File: src/rtl/curve_coeff_loader_pkg.sv
// Shared definitions for the curve coefficient loader: controller state
// encoding, curve point count and the index width that addresses it.
package curve_coeff_loader_pkg;

  // Number of points in one curve (C00..C15 of the piecewise-linear transform)
  localparam int NPTS  = 16;
  // Width of the point index inside a burst
  localparam int IDX_W = 4;
  // Index of the final point of a burst
  localparam logic [IDX_W-1:0] IDX_LAST = IDX_W'(NPTS - 1);

  typedef enum logic [1:0] {
    S_LOAD   = 2'd0,
    S_COMMIT = 2'd1,
    S_WAIT   = 2'd2
  } state_t;

  // A burst is malformed when wr_last does not coincide with the last index:
  // either it ends early (last at idx<15) or runs past 16 words (no last at 15).
  function automatic logic burst_len_bad(input logic [IDX_W-1:0] idx,
                                         input logic             last);
    return (idx == IDX_LAST) != last;
  endfunction

endpackage

File: src/rtl/curve_coeff_loader_timeout.sv
// Calibration timeout counter. start arms it at zero, it then counts one per
// cycle and holds at TMO with expire asserted until clear (or reset) disarms it.
module cal_timeout_cnt #(
  parameter int TMO = 64
) (
  input  logic clock,
  input  logic rst,
  input  logic start,
  input  logic clear,
  output logic expire
);

  localparam int CW = $clog2(TMO + 1);

  logic [CW-1:0] r_cnt;
  logic          r_run;

  assign expire = r_run && (r_cnt == CW'(TMO));

  // Arm on start, disarm on clear, count while armed and not yet expired
  always_ff @(posedge clock) begin
    if (rst || clear) begin
      r_cnt <= '0;
      r_run <= 1'b0;
    end else if (start) begin
      r_cnt <= '0;
      r_run <= 1'b1;
    end else if (r_run && !expire) begin
      r_cnt <= r_cnt + CW'(1);
    end
  end

endmodule

File: src/rtl/curve_coeff_loader.sv
// Double-buffered loader for the 16 points of a piecewise-linear curve.
// Words stream into a shadow buffer; only a correctly framed 16-word burst is
// committed to coef_bus, after which the downstream delta table is asked to
// recompute (cal_begin) and table_ready is raised once it reports cal_valid.
module curve_coeff_loader
  import curve_coeff_loader_pkg::*;
#(
  parameter int DSIZE = 12,
  parameter int TMO   = 64
) (
  input  logic                  clock,
  input  logic                  rst,
  input  logic                  wr_valid,
  output logic                  wr_ready,
  input  logic [DSIZE-1:0]      wr_data,
  input  logic                  wr_last,
  output logic [NPTS*DSIZE-1:0] coef_bus,
  output logic                  cal_begin,
  input  logic                  cal_valid,
  output logic                  table_ready,
  output logic                  err_len,
  output logic                  err_tmo
);

  state_t                r_state;
  logic [IDX_W-1:0]      r_idx;
  logic [DSIZE-1:0]      r_shadow [NPTS];
  logic [NPTS*DSIZE-1:0] r_coef;
  logic                  r_cal_begin;
  logic                  r_table_ready;
  logic                  r_err_len;
  logic                  r_err_tmo;

  logic                  w_accept;
  logic                  w_tmo_start;
  logic                  w_tmo_clear;
  logic                  w_tmo_expire;

  // Ready is a pure decode of the state register, so no input reaches it
  assign wr_ready    = (r_state == S_LOAD);
  assign w_accept    = wr_valid && (r_state == S_LOAD);

  assign coef_bus    = r_coef;
  assign cal_begin   = r_cal_begin;
  assign table_ready = r_table_ready;
  assign err_len     = r_err_len;
  assign err_tmo     = r_err_tmo;

  // The counter is armed in the commit cycle so its count is zero in the
  // cycle cal_begin is high; it is disarmed whenever the wait ends.
  assign w_tmo_start = (r_state == S_COMMIT);
  assign w_tmo_clear = (r_state == S_WAIT) && (cal_valid || w_tmo_expire);

  cal_timeout_cnt #(
    .TMO (TMO)
  ) u_tmo (
    .clock  (clock),
    .rst    (rst),
    .start  (w_tmo_start),
    .clear  (w_tmo_clear),
    .expire (w_tmo_expire)
  );

  // Shadow buffer: every accepted word lands at the current index; a
  // malformed burst only dirties the shadow, never the active points.
  always_ff @(posedge clock) begin
    if (rst) begin
      for (int i = 0; i < NPTS; i++) begin
        r_shadow[i] <= '0;
      end
    end else if (w_accept) begin
      r_shadow[r_idx] <= wr_data;
    end
  end

  // Controller: burst framing, commit of shadow to active, calibration wait
  always_ff @(posedge clock) begin
    if (rst) begin
      r_state       <= S_LOAD;
      r_idx         <= '0;
      r_coef        <= '0;
      r_table_ready <= 1'b0;
      r_cal_begin   <= 1'b0;
      r_err_len     <= 1'b0;
      r_err_tmo     <= 1'b0;
    end else begin
      r_cal_begin <= 1'b0;
      r_err_len   <= 1'b0;
      r_err_tmo   <= 1'b0;
      case (r_state)
        S_LOAD: begin
          if (w_accept) begin
            if (burst_len_bad(r_idx, wr_last)) begin
              r_err_len <= 1'b1;
              r_idx     <= '0;
            end else if (wr_last) begin
              r_idx   <= '0;
              r_state <= S_COMMIT;
            end else begin
              r_idx <= r_idx + IDX_W'(1);
            end
          end
        end
        S_COMMIT: begin
          for (int n = 0; n < NPTS; n++) begin
            r_coef[n*DSIZE +: DSIZE] <= r_shadow[n];
          end
          r_table_ready <= 1'b0;
          r_cal_begin   <= 1'b1;
          r_state       <= S_WAIT;
        end
        S_WAIT: begin
          // A cal_valid arriving in the expiry cycle still completes the table
          if (cal_valid) begin
            r_table_ready <= 1'b1;
            r_state       <= S_LOAD;
          end else if (w_tmo_expire) begin
            r_err_tmo <= 1'b1;
            r_state   <= S_LOAD;
          end
        end
        default: begin
          r_state <= S_LOAD;
        end
      endcase
    end
  end

endmodule

File: config.mk
export PLATFORM = sky130hd
export DESIGN_NAME = curve_coeff_loader
export DESIGN_NICKNAME = d
export VERILOG_FILES = /design/src/rtl/curve_coeff_loader_pkg.sv /design/src/rtl/curve_coeff_loader_timeout.sv /design/src/rtl/curve_coeff_loader.sv
export SDC_FILE = /design/constraint.sdc
export NUM_CORES = 1
export LEC_CHECK = 0
export CAP_MARGIN = 0
export CORE_MARGIN = 5
export CORE_UTILIZATION = 45
export CTS_BUF_LIST = sky130_fd_sc_hd__clkbuf_16
export DETAILED_ROUTE_END_ITERATION = 10
export PLACE_DENSITY = 0.7
export SLEW_MARGIN = 20
export SYNTH_ARGS = -nofsm -noshare
export SYNTH_HDL_FRONTEND = slang
export SYNTH_SLANG_ARGS = --single-unit
File: constraint.sdc
create_clock -name clock -period 4 [get_ports clock]
set_clock_uncertainty 0.05 [all_clocks]
set_input_delay 0.6 -clock clock [delete_from_list [all_inputs] [get_ports clock]]
set_output_delay 0.6 -clock clock [all_outputs]
set_load 0.02 [all_outputs]
Word-level counts from Yosys, hierarchy flattened
Memory sizes are Yosys's and may differ from the RTL's. A register that Yosys moved wholly into a read port is not among the register bits.
Index checks and enable logic that the tools add are counted.
- bitwise logic cells: 3
- reductions and logical operators: 16
- multiplexer cells: 21
- eq/ne operators: 10
- add/subtract/negate cells: 2
- operators by type and width (kind ; count):
    $mux W12 ; 1
    $mux W4 ; 3
    $reduce_or A12 Y1 ; 1
    $mux W1 ; 10
    $mux W2 ; 5
    $add A7 B1 Y7 const B ; 1
    $eq A7 B7 Y1 const B ; 1
    $pmux W2 S3 ; 1
    $reduce_or A3 Y1 ; 2
    $add A4 B1 Y4 const B ; 1
    $eq A4 B4 Y1 const B ; 1
    $logic_and A1 B1 Y1 ; 4
    $ne A2 B1 Y1 const B ; 2
    $ne A2 B2 Y1 const B ; 2
    $reduce_and A2 Y1 ; 2
    $reduce_and A4 Y1 ; 1
    $ne A3 B2 Y1 const B ; 1
    $not A1 Y1 ; 3
    $eq A2 B1 Y1 const B ; 1
    $eq A2 B2 Y1 const B ; 1
    $logic_not A2 Y1 ; 1
    $logic_or A1 B1 Y1 ; 2
    $pmux W1 S2 ; 1
    $reduce_bool A2 Y1 ; 1
    other kinds (3) ; 3
- flip-flop bits (word level): 18
- bits of input ports: 17
- word-level logic and storage cells: 61
- RAM bits: 192
- output and inout port bits: 197
- memories kept: 1
- memories (name ; depth ; bits a word ; read ports ; clocked after Yosys merged registers in ; write ports ; line ; text):
    r_shadow ; 16 ; 12 ; 16 ; 16 ; 16 ; curve_coeff_loader.sv:27 ; logic [DSIZE-1:0] r_shadow [NPTS];

Longest topological paths before layout
Gate-level depths: netlist of run 1.
- depth in word-level cells: 7
- mapped depth: 7
- gate-level depth less buffers: 5

Cells and area by module
From an unflattened synthesis of run 1, not the netlist that was laid out.
- cell total of the unflattened synthesis: 1419
- area total of the unflattened synthesis: 14375.0 um^2
- by module, submodules not included (module ; seq. area each (um^2) ; cells an instance ; area an instance (um^2) ; instances):
    curve_coeff_loader ; 9809.4 ; 1373 ; 13983.4 ; 1
    cal_timeout_cnt ; 160.2 ; 46 ; 391.6 ; 1

Least setup slack after synthesis of run 1
OpenSTA, ideal clock, no wires.
- kind: input to register
- from: input port rst
- to: memory r_shadow[13][0], enable pin
- path slack: 1386 ps
- path buffers: 2
- setup time: 383 ps
- required time: 3567 ps
- arrival: 2181 ps
- stages: 5
- cell sequence: clkbuf_1 > nor4b_4 > nand2_1 > clkbuf_1 > o21bai_1
- RTL lines (item ; line ; text):
    from (decl) ; curve_coeff_loader.sv:12 ; input logic rst,
    to (decl) ; curve_coeff_loader.sv:27 ;

==> run summary, run 1 <==
The cell row count is 65. The number of fillers in the final layout came out at around 2700. At the worst endpoint, the required time is ~4200 ps. The library cell used most frequently in the layout, excluding fill and tap cells, is sky130_fd_sc_hd__nand2_1. Counting the buffers created by CTS gives 41. TritonCTS built the clock tree.

The number of setup violations in the final report is 0. The vertical die dimension is about 190 microns. The category of the worst setup path capture point is a flip-flop. After detailed routing, the number of vias per cell comes to 5.26. The synthesized instance count came out at 1431.

The area enclosed by the die boundary came out at approximately 36000 sq um. Buffers added to address setup during post-CTS repair amount to 0. The top-level port count came out at about 210. The worst-case setup slack after placement is between 800 and 900 ps.

In the post-synthesis netlist, the biggest area contributors are sky130_fd_sc_hd__edfxtp_1, sky130_fd_sc_hd__dfxtp_1, sky130_fd_sc_hd__nand2_1. The share of flip-flops with an asynchronous set or reset came out at 0%. The CTS clock-pin slew for the worst setup and hold paths came out at 60 ps. The clock sink count came out at between 400 and 500. The number of hold violations in the final report came out at 0.

The count of TritonRoute iterations in the first routing pass is 5. In this run, distinct cell masters in the synthesized netlist total 37. The global router's overall resource usage is 20.4%. The number of buffers inserted for hold repair after clock tree synthesis came out at 0. The routed layout has 10747 vias. The total overflow left after global routing is 0. Among all flip-flop cells after synthesis, the most frequent one is sky130_fd_sc_hd__dfxtp_1.

The count of port buffers added during placement is 213. In this run the power density over the cells is ~460 nW/um^2. The final period demand of the worst path came out at 2630 ps. The number of global-route vias before repair is about 10000. Measured against its own limit, the worst slew margin works out to between 30% and 40%. Setup repair after global routing left no endpoint under its margin.

The path class of the lowest-slack min-delay path is reg2reg. The count of flip-flops with a built-in enable after synthesis is ~190. The worst IR drop on VDD came out at 271 uV.

In this run the biggest area consumer among cell types represents 40.0% of the synthesized area. The number of max-slew violations in the final report is 0. The final design utilization came out at 57.7%. The library cells used most frequently in the layout, excluding fill and tap cells, are sky130_fd_sc_hd__nand2_1, sky130_fd_sc_hd__clkdlybuf4s50_1, sky130_fd_sc_hd__dfxtp_1. The number of nets handed over by synthesis was roughly 1500. Data on the critical path arrives at its endpoint at 2810 ps. The first global-routing pass estimated approximately 58 mm of wire. The part of the Yosys area used for sequential elements is between 60 and 70%. Summing every instance area after synthesis gives between 10000 and 15000 sq um. The estimated wirelength of the detail-placed design is about 26 mm. The x dimension of the die came out at around 190 microns. The leakage power figure came out at ~0.0060 uW. The post-synthesis to final-layout area growth is 26.4%. The count of routing violations after the opening detailed-route iteration came out at ~950.

The number of diodes is 0. The largest net degree at the start of global routing came out at 126. The critical path in this run is classified as in2reg. The initial standard-cell utilization of the core came out at between 40% and 50%. The net total in the final layout came out at about 1600. The least setup slack across all paths after layout came out at 1370 ps. In this run the mean area of a mapped cell was 10.1 sq um. After clock tree synthesis, the repair step resized 0 gates.

For this run, the top clock speed supported by timing is approximately 380 MHz. The part of the cycle the worst path needs is approximately two thirds. The synthesized design contains 402 register bits.

For this run, design rule violations remaining after detail routing come to 0. The number of warning messages in the yosys log came out at 0. The clock latency reported for the late side of the worst-skew pair came out at 530 ps. In this run the number of H-tree levels came out at 2. The initial antenna violation count is 0. In this run the remaining antenna-violating nets after routing total 0. The summed negative setup slack over all endpoints is 0 ps. The run finished with clean final reports. The largest total area in the synthesized netlist belongs to sky130_fd_sc_hd__edfxtp_1.

In this run the worst path has a maximum fanout of 28. The count of max-cap constraint violations came out at 0. The number of buffers on the longest clock path is 3. After detailed routing, the total wire length is approximately 38 mm. The worst setup path is launched from an input port. The tree is rooted in a sky130_fd_sc_hd__clkbuf_16. The transition time at the pin with the least slew margin came out at roughly 1000 ps. The post-route netlist has just under 6% of its cells at a drive strength greater than 1. The final routed wire length divided by cell count came out at about 19 microns.

In this run the standard cell core region covers between 30000 and 40000 sq um. The congestion estimate from routability-driven global placement came to approximately 0.83.
==> path summary, 6_finish.rpt <==
check | start | endpoint | slack (ps) | cells past startpoint
hold / removal | coef_bus[8] | coef_bus[8] | 400 | 2
setup reg to reg | r_state[1] | r_shadow[14][7] | 1440 | 4
setup / recovery | wr_valid | r_shadow[14][7] | 1370 | 5
hold reg to reg | coef_bus[8] | coef_bus[8] | 400 | 2
==> worst max-delay path, cell delays in order <==
cell	delay [ps]
sky130_fd_sc_hd__clkdlybuf4s50_1	530
sky130_fd_sc_hd__nor4b_4	470
sky130_fd_sc_hd__nand2_2	470
sky130_fd_sc_hd__o21bai_1	470
sky130_fd_sc_hd__buf_4	250
==> per-layer routing <==
layer | share of wire, % | global-route usage [%] | vias to the layer above
li1 | - | - | 5098
met1 | 41 | 28.0 | 5097
met2 | 47 | 32.2 | 476
met3 | 9.0 | 4.90 | 76
met4 | 3.0 | 6.70 | 0
met5 | 0 | 0 | -
==> Yosys cell counts, types with 2 or more instances <==
master,instances
sky130_fd_sc_hd__nand2_1,447
sky130_fd_sc_hd__dfxtp_1,210
sky130_fd_sc_hd__a21oi_1,199
sky130_fd_sc_hd__edfxtp_1,192
sky130_fd_sc_hd__nor2_1,187
sky130_fd_sc_hd__clkbuf_1,93
sky130_fd_sc_hd__and2_1,14
sky130_fd_sc_hd__o21bai_1,11
sky130_fd_sc_hd__inv_1,8
sky130_fd_sc_hd__ha_1,6
sky130_fd_sc_hd__nand4_1,5
sky130_fd_sc_hd__a31o_2,4
sky130_fd_sc_hd__a31oi_1,4
sky130_fd_sc_hd__nand2b_1,4
sky130_fd_sc_hd__nor2b_1,4
sky130_fd_sc_hd__o21ai_0,4
sky130_fd_sc_hd__xor2_1,4
sky130_fd_sc_hd__a22oi_1,3
sky130_fd_sc_hd__buf_1,3
sky130_fd_sc_hd__nand3_1,3
sky130_fd_sc_hd__or4_1,3
sky130_fd_sc_hd__buf_2,2
sky130_fd_sc_hd__nand3b_1,2
sky130_fd_sc_hd__nor3_1,2
sky130_fd_sc_hd__o211ai_1,2
sky130_fd_sc_hd__or2_2,2
sky130_fd_sc_hd__or3_1,2
sky130_fd_sc_hd__or4b_1,2
==> metrics by stage <==
step / instances / cell area [sq um] / power [uW] / hold slack [ps]
6_report: 2045 / 18200 / 8410 / 402
5_1_grt: 2045 / 18200 / 8660 / 417
4_1_cts: 2045 / 18200 / 8470 / 404
3_5_place_dp: 1969 / 16900 / 4660 / 396
3_3_place_gp: 1969 / 16900 / 4660 / 393
2_1_floorplan: 1431 / 14400 / 4580 / 409
==> final cells by class <==
type / instances / area [sq um] / share of cell area, %
Clock buffer: 43 / 1080 / 5.90
Tap cell: 402 / 503 / 2.76
Inverter: 8 / 30.0 / 0.165
Multi-Input combinational cell: 922 / 4070 / 22.3
Clock inverter: 33 / 284 / 1.56
Timing Repair Buffer: 235 / 2310 / 12.7
Sequential cell: 402 / 9970 / 54.7
==> sequential cells by signal, summed over array words and instances (netlist names) <==
register,count
u_tmo.r_run,1
table_ready,1
err_tmo,1
u_tmo.r_cnt,7
cal_begin,1
r_shadow,192
r_state,2
r_idx,4
coef_bus,192
err_len,1
==> report_power, final <==
part,switching (uW),internal [uW]
registers,29.0,4380
clock network,1560,2270
logic,134,40.3
==> kinds of logic (layout without fill, tap and decap cells) <==
| group | Yosys count | in the layout | share of synthesized area [%] |
|---|---|---|---|
| buf+inv | 107 | 319 | 2.85 |
| flops | 402 | 402 | 69.1 |
| compound gates | 232 | 232 | 8.59 |
| xor+xnor | 4 | 4 | 0.243 |
| simple gates | 680 | 680 | 18.7 |
| fa+ha+maj | 6 | 6 | 0.520 |
(Power assumes the default switching activity.)
==> run 2, diff against run 1 <==
==> constraint.sdc (replaced) <==
create_clock -name clock -period 2.6 [get_ports clock]
set_clock_uncertainty 0.05 [all_clocks]
set_input_delay 0.39 -clock clock [delete_from_list [all_inputs] [get_ports clock]]
set_output_delay 0.39 -clock clock [all_outputs]
set_load 0.02 [all_outputs]
==> run 2 against run 1 <==
- setup slack lost 1100 ps
- die area is the same
- sequential cell count is the same
- power grew 52%
- core utilization grew 0.48 points
- register-to-register slack lost 880 ps
==> run summary, run 2 (synthesized netlist as in run 1, its figures left out) <==
The initial antenna violation count was 1. The wire length of the first global-routing pass came out at around 58 mm. The path class of the lowest-slack min-delay path is in2reg. After detailed routing, the average wire length per cell comes to 18.3 microns.

Row generation in the floorplan step produced 65 rows. Setup violations remaining at the end of the flow were counted as 0. The leftover overflow at the end of global routing came out at 0. CTS placed an instance of sky130_fd_sc_hd__clkbuf_16 at the clock tree root. The clock passes through at most 3 buffers. The number of diodes is 0. The arrival time at the worst endpoint came out at 1920 ps. The largest net degree at the start of global routing came out at 117. The vertical die dimension came out at approximately 190 microns. The total power came out at about 13000 uW. The clock latency reported for the late side of the worst-skew pair is about 530 ps.

The worst setup path is launched from a flip-flop. The number of global-route vias before repair is 10516. Buffers placed on the I/O ports in this run total 213. The worst setup path is captured at a primary output. The total setup buffers inserted after CTS is 0. The transition time at the pin with the least slew margin came out at around 700 ps. The slowest stage of the critical path belongs to the cell sky130_fd_sc_hd__clkdlybuf4s50_1.

The number of gates resized after cts came out at 0. The count of routing violations after the opening detailed-route iteration is 754. The portion of total power attributed to combinational logic is roughly 2.2%. The detailed-routed wire length on met3 came out at 3.46 mm. By startpoint and endpoint, the worst setup path is classified as reg2out. Across the run, the number of max-cap violations was 0. The final period demand of the worst path came out at approximately 2400 ps.

Summing all multi-input logic gate instances after layout gives 4070 sq um. The count of nets left with antenna violations after detail routing is 0. Of all nets on the critical path, the largest fanout is 8. The core region is 31600 sq um. TritonCTS built the clock tree. The number of buffers inserted for hold repair after clock tree synthesis is 0.

The total power divided by cell area came out at 695 nW/um^2. After the last flow step, the layout net total stands at about 1600. The top-level port count came out at about 210. The number of cells on the worst reg-to-reg path is 4. The clock share of power came out at 44.8%. The leakage power figure came out at around 0.0061 uW. The startpoint identified for the worst register-to-register timing path is r_state[1]. The CTS clock-pin slew for the worst setup and hold paths is approximately 60 ps. The global router's overall resource usage came out at 20.5%. The share of power burned in registers came out at around 53%. Tracing the worst setup path back leads to its startpoint at r_state[0].

The detailed router used layers up to and including met5. The worst register-to-register path has a setup slack of approximately 560 ps. The count of TritonRoute iterations in the first routing pass came out at 5. Leaving out fill and tap cells, the most frequent cells in the layout are sky130_fd_sc_hd__nand2_1, sky130_fd_sc_hd__clkdlybuf4s50_1, sky130_fd_sc_hd__dfxtp_1. Fill cells in the final layout number approximately 2700. Buffers inserted during clock tree synthesis total slightly above 40. The analysis attributes to net switching a power of about 2600 uW. The summed negative setup slack over all endpoints came out at 0 ps. The number of max-slew violations in the final report is 0.

Of the cells placed in the final design, the portion with a size suffix greater than 1 is about 6.6%. The delay of the slowest cell on the worst path came out at between 700 and 800 ps. The worst IR drop on VDD came out at around 400 uV. The routed via count divided by cell count came out at ~5.3.

In this run the worst setup path terminates at wr_ready. The run finished with clean final reports. Summed over all nets, wire length on met2 after detailed routing comes to 18.0 mm. In this run the critical register-to-register path is captured at r_shadow[5][2]. The internal power consumption is just over 10000 uW. The number of hold violations in the final report came out at 0. The wire length on met1 came out at between 15 and 20 mm.

The post-detailed-route DRC marker count is 0. The data required time of the critical path is between 2000 and 2500 ps. The post-synthesis to final-layout area growth is 27.5%. The switching part of the total power came out at between 20% and 30%. The overall via count from detail_route is roughly 11000. The H-tree was split into 2 levels. The worst slew slack as a fraction of its limit is 53.4%. The library cell used most frequently in the layout, excluding fill and tap cells, is sky130_fd_sc_hd__nand2_1. The x dimension of the die came out at between 150 and 200 microns.

The area taken by flip-flops and latches is 9970 sq um. Traced cell by cell, the critical path runs through nor2_1 > clkdlybuf4s50_1. The routability congestion estimate from global placement is around 0.93. Wires add up to 37.8 mm. The estimated wirelength of the detail-placed design is 26.2 mm. The initial standard-cell utilization of the core is 45.6%. Setup repair after global routing left no endpoint under its margin.

The clock sink count came out at ~400. The area enclosed by the die boundary came out at 35700 sq um. The fmax came out at ~420 MHz. The part of the cycle the worst path needs is 90.6%.
[run 2: cell types whose count changed in the layout (fill, tap and decap cells not counted)]
cell                         change
sky130_fd_sc_hd__clkinvlp_4      -2
sky130_fd_sc_hd__bufinv_16       -4
sky130_fd_sc_hd__clkinv_4        -1
sky130_fd_sc_hd__buf_12          +6
sky130_fd_sc_hd__inv_1           +1
sky130_fd_sc_hd__clkbuf_16       +4
sky130_fd_sc_hd__buf_4           +8
sky130_fd_sc_hd__clkinv_1        -1
sky130_fd_sc_hd__clkinv_2        +4
sky130_fd_sc_hd__clkinvlp_2      -1
[run 2: power by group through the flow]
| stage | clock [uW] | sequential (uW) | combinational (uW) |
|---|---|---|---|
| 2_1_floorplan | 0 | 6890 | 148 |
| 3_3_place_gp | 0 | 6910 | 269 |
| 3_5_place_dp | 0 | 6910 | 275 |
| 4_1_cts | 5800 | 6780 | 276 |
| 5_1_grt | 6060 | 6780 | 298 |
| 6_report | 5720 | 6780 | 279 |
[run 2: final cells by class]
type	instances	area share, %
sequential	402	54.2
multi-input combinational	922	22.1
timing repair buffer	249	13.5
clock buffer	47	6.39
tap	402	2.73
clock inverter	29	0.844
inverter	8	0.163
[run 2: worst min path at each step]
stage                   startpoint              to  slack, ps  cells past startpoint
finish                         rst     table_ready        360                      3
global route                   rst     table_ready        370                      3
CTS                            rst     table_ready        360                      3
detailed placement   coef_bus[129]   coef_bus[129]        400                      2
global placement     coef_bus[185]   coef_bus[185]        390                      2
floorplan           u_tmo.r_cnt[6]  u_tmo.r_cnt[6]        410                      2
[run 2: metal layers]
| layer | vias up | GRT usage (%) |
|---|---|---|
| met5 | - | 0 |
| met4 | 2 | 5.63 |
| met3 | 79 | 4.90 |
| met2 | 487 | 34.0 |
| met1 | 5130 | 27.1 |
| li1 | 5132 | - |
[run 2: critical path, delay by kind of cell (launching register included)]
family / cells / cell delay [ps]
simple gates: 1 / 250
flops: 1 / 440
buf+inv: 1 / 710
[run 2: per-stage QoR]
step	hold slack, ps	setup WS [ps]	utilization, %	instances	instance area (sq um)
finish	364	244	58.1	2059	18400
global route	374	178	58.1	2059	18400
CTS	362	228	58.1	2059	18400
detailed placement	398	193	53.9	1983	17100
global placement	392	223	53.9	1983	17100
floorplan	409	196	-	1431	14400
==> run 3, diff against run 2 <==
--- a/config.mk
+++ b/config.mk
@@ -9,8 +9,9 @@
 export CORE_MARGIN = 5
 export CORE_UTILIZATION = 45
 export CTS_BUF_LIST = sky130_fd_sc_hd__clkbuf_16
+export CTS_CLUSTER_DIAMETER = 80
 export DETAILED_ROUTE_END_ITERATION = 10
-export PLACE_DENSITY = 0.7
+export PLACE_DENSITY = 0.72
 export SLEW_MARGIN = 20
 export SYNTH_ARGS = -nofsm -noshare
 export SYNTH_HDL_FRONTEND = slang
==> run 3 against run 2 <==
- die area unchanged
- power decreased by 0.86%
- critical path depth unchanged
- register-to-register slack got worse by 70 ps
- clock-buffer cell count decreased by 1
- combinational power about the same
- worst hold slack got worse by 200 ps
- highest routed layer unchanged
- sequential power about the same
==> run summary, run 3 (synthesized netlist as in run 1, its figures left out) <==
The run finished with clean final reports. The worst-case IR drop observed on VDD is around 420 uV. The worst register-to-register path ends at r_shadow[14][0].

Buffers inserted during clock tree synthesis total 41. The path class of the lowest-slack min-delay path is in2reg. The routability congestion estimate from global placement came out at approximately 0.94. Measured along the x axis, the die boundary spans around 190 microns. Post-CTS repair changed the size of 0 cells. Leaving out fill and tap cells, the most frequent cell in the layout is sky130_fd_sc_hd__nand2_1. Summing all placed instances gives a cell area of 17000 sq um. After floorplanning, the core was divided into 65 placement rows. The number of max-slew violations in the final report came out at 0. STA classifies the critical path endpoint as a primary output. The overall via count from detail_route came out at about 11000. The initial antenna violation count came out at 2.

In this run the power density over the cells is roughly 690 nW/um^2. The longest clock path from root to sink contains 3 buffers. The floorplan step defined a die boundary enclosing ~36000 sq um. The total setup buffers inserted after CTS came out at 0. Summed over all layers, the routed wires come to between 30 and 40 mm.

The clock reaches the later pin of the worst-skew pair after 530 ps. The final period demand of the worst path came out at 2380 ps. The proportion of layout cells with a drive suffix above 1 is 6.71%. The count of max-cap constraint violations is 0. TritonCTS built the clock tree. The number of global-route vias before repair came to approximately 10000.

The finished cells cover around 18000 sq um. After detailed routing, the average wire length per cell comes to about 18 microns. The detail route stage leaves a number of antenna-violating nets equal to 0. The worst slew slack as a fraction of its limit came out at 45.7%. The CTS clock-pin slew for the worst setup and hold paths came out at approximately 60 ps. Measured in cells, the most critical reg-to-reg path has a length of 4. The estimated wirelength of the detail-placed design is approximately 26 mm. The hold slack came out at between 150 and 200 ps. In the final layout, flip-flops and latches occupy between 9000 and 10000 sq um. The largest driver fanout on the critical path came out at 8. The startpoint identified for the worst register-to-register timing path is r_state[0]. The clock sink count is 402. The number of hold violations in the final report is 0. The count of cells along the worst hold path came out at 3. The H-tree was split into 2 levels. The summed negative setup slack over all endpoints came out at 0 ps. The global router's overall resource usage came out at just over 20%. The largest net degree at the start of global routing is roughly 120. The minimum setup slack among reg-to-reg paths came out at between 400 and 500 ps. Once layout is complete, the utilization of the core stands at 57.9%. The net total in the final layout came out at 1645.

The clock root buffer master is sky130_fd_sc_hd__clkbuf_16. The count of routing violations after the opening detailed-route iteration came out at 798. The count of TritonRoute iterations in the first routing pass came out at 5. The arrival time at the worst endpoint is between 1500 and 2000 ps. The data required time of the critical path is around 2200 ps. Leaving out fill and tap cells, the most frequent cells in the layout are sky130_fd_sc_hd__nand2_1, sky130_fd_sc_hd__clkdlybuf4s50_1, sky130_fd_sc_hd__dfxtp_1.

STA classifies the critical path startpoint as a flip-flop. The number of fillers in the final layout is approximately 2600. The count of port buffers added during placement is ~210. The leftover overflow at the end of global routing came out at 0.

The startpoint identified for the worst hold timing path is rst. At the pin with the least slew margin, the transition time is between 800 and 900 ps. Setup violations remaining at the end of the flow were counted as 0.

The number of buffers inserted for hold repair after clock tree synthesis is 0. The floorplan step set the die height to between 150 and 200 microns. The total power is ~13000 uW. The type of the worst setup path is reg2out. Setup repair after global routing left no endpoint under its margin. Once the floorplan was initialized, standard cells occupied 45.6% of the core. The path with the worst hold slack has its endpoint at u_tmo.r_cnt[0]. Summed over all cells, the static leakage comes to 0.00610 uW. Summing all multi-input logic gate instances after layout gives 4070 sq um.

The placeable core region came out at ~32000 sq um. The post-synthesis to final-layout area growth came out at 27.0%. For this run, design rule violations remaining after detail routing come to 0. For this design the top-level I/O count stands at 214.

The fmax is ~420 MHz. The wire length of the first global-routing pass is ~58 mm. Dividing the detail-routed via count by the number of cells gives roughly 5.2. Of the available clock period, the critical path in the final layout requires approximately nine tenths.
-- run 3: cell types whose count changed in the layout (fill, tap and decap cells not counted), sizes merged --
cell,delta
buf,-2
bufinv,-1
inv,+3
clkinv,-4
clkbuf,-1
diode,+1
clkinvlp,+2
-- run 3: cell type report --
type                    count  share of cell area [%]
inverters                   8                   0.164
well taps                 402                    2.75
repair buffers            247                    13.4
clock inverters            29                   0.799
diodes                      1                  0.0137
clock buffers              46                    6.28
flip-flops and latches    402                    54.4
multi-input cells         922                    22.2
-- run 3: through the flow --
step | setup WS [ps] | instances
4_1_cts | 241 | 2056
3_5_place_dp | 105 | 1981
6_report | 218 | 2057
3_3_place_gp | 156 | 1981
2_1_floorplan | 196 | 1431
5_1_grt | 158 | 2056
-- run 3: report_power, final --
group	internal [uW]	switching (uW)	total [uW]
clock	3190	2410	5610
combinational	69.1	212	281
sequential	6730	44.2	6780
total	9990	2670	12700
-- run 3: worst max-delay path by stage --
stage,from,endpoint,slack [ps],depth (start not counted)
after global routing,r_state[0],wr_ready,160,2
final,r_state[0],wr_ready,220,2
after global placement,wr_valid,r_shadow[14][6],160,5
after detailed placement,wr_valid,r_shadow[6][5],100,5
after CTS,r_state[0],wr_ready,240,2
after floorplan,rst,r_shadow[13][0],200,5
-- run 3: layer usage --
metal / up-vias / global-route usage [%] / share of wire [%] / wire length, microns
met2: 481 / 32.5 / 46 / 17400
li1: 5125 / - / - / -
met4: 4 / 7.26 / 3.0 / 1140
met5: - / 0 / 0.053 / 20
met3: 80 / 4.85 / 9.2 / 3440
met1: 5066 / 27.2 / 41 / 15600
-- run 3: critical path, stage by stage (launching register included) --
cell,delay [ps]
sky130_fd_sc_hd__dfxtp_1,440
sky130_fd_sc_hd__nor2_1,240
sky130_fd_sc_hd__clkdlybuf4s50_1,730
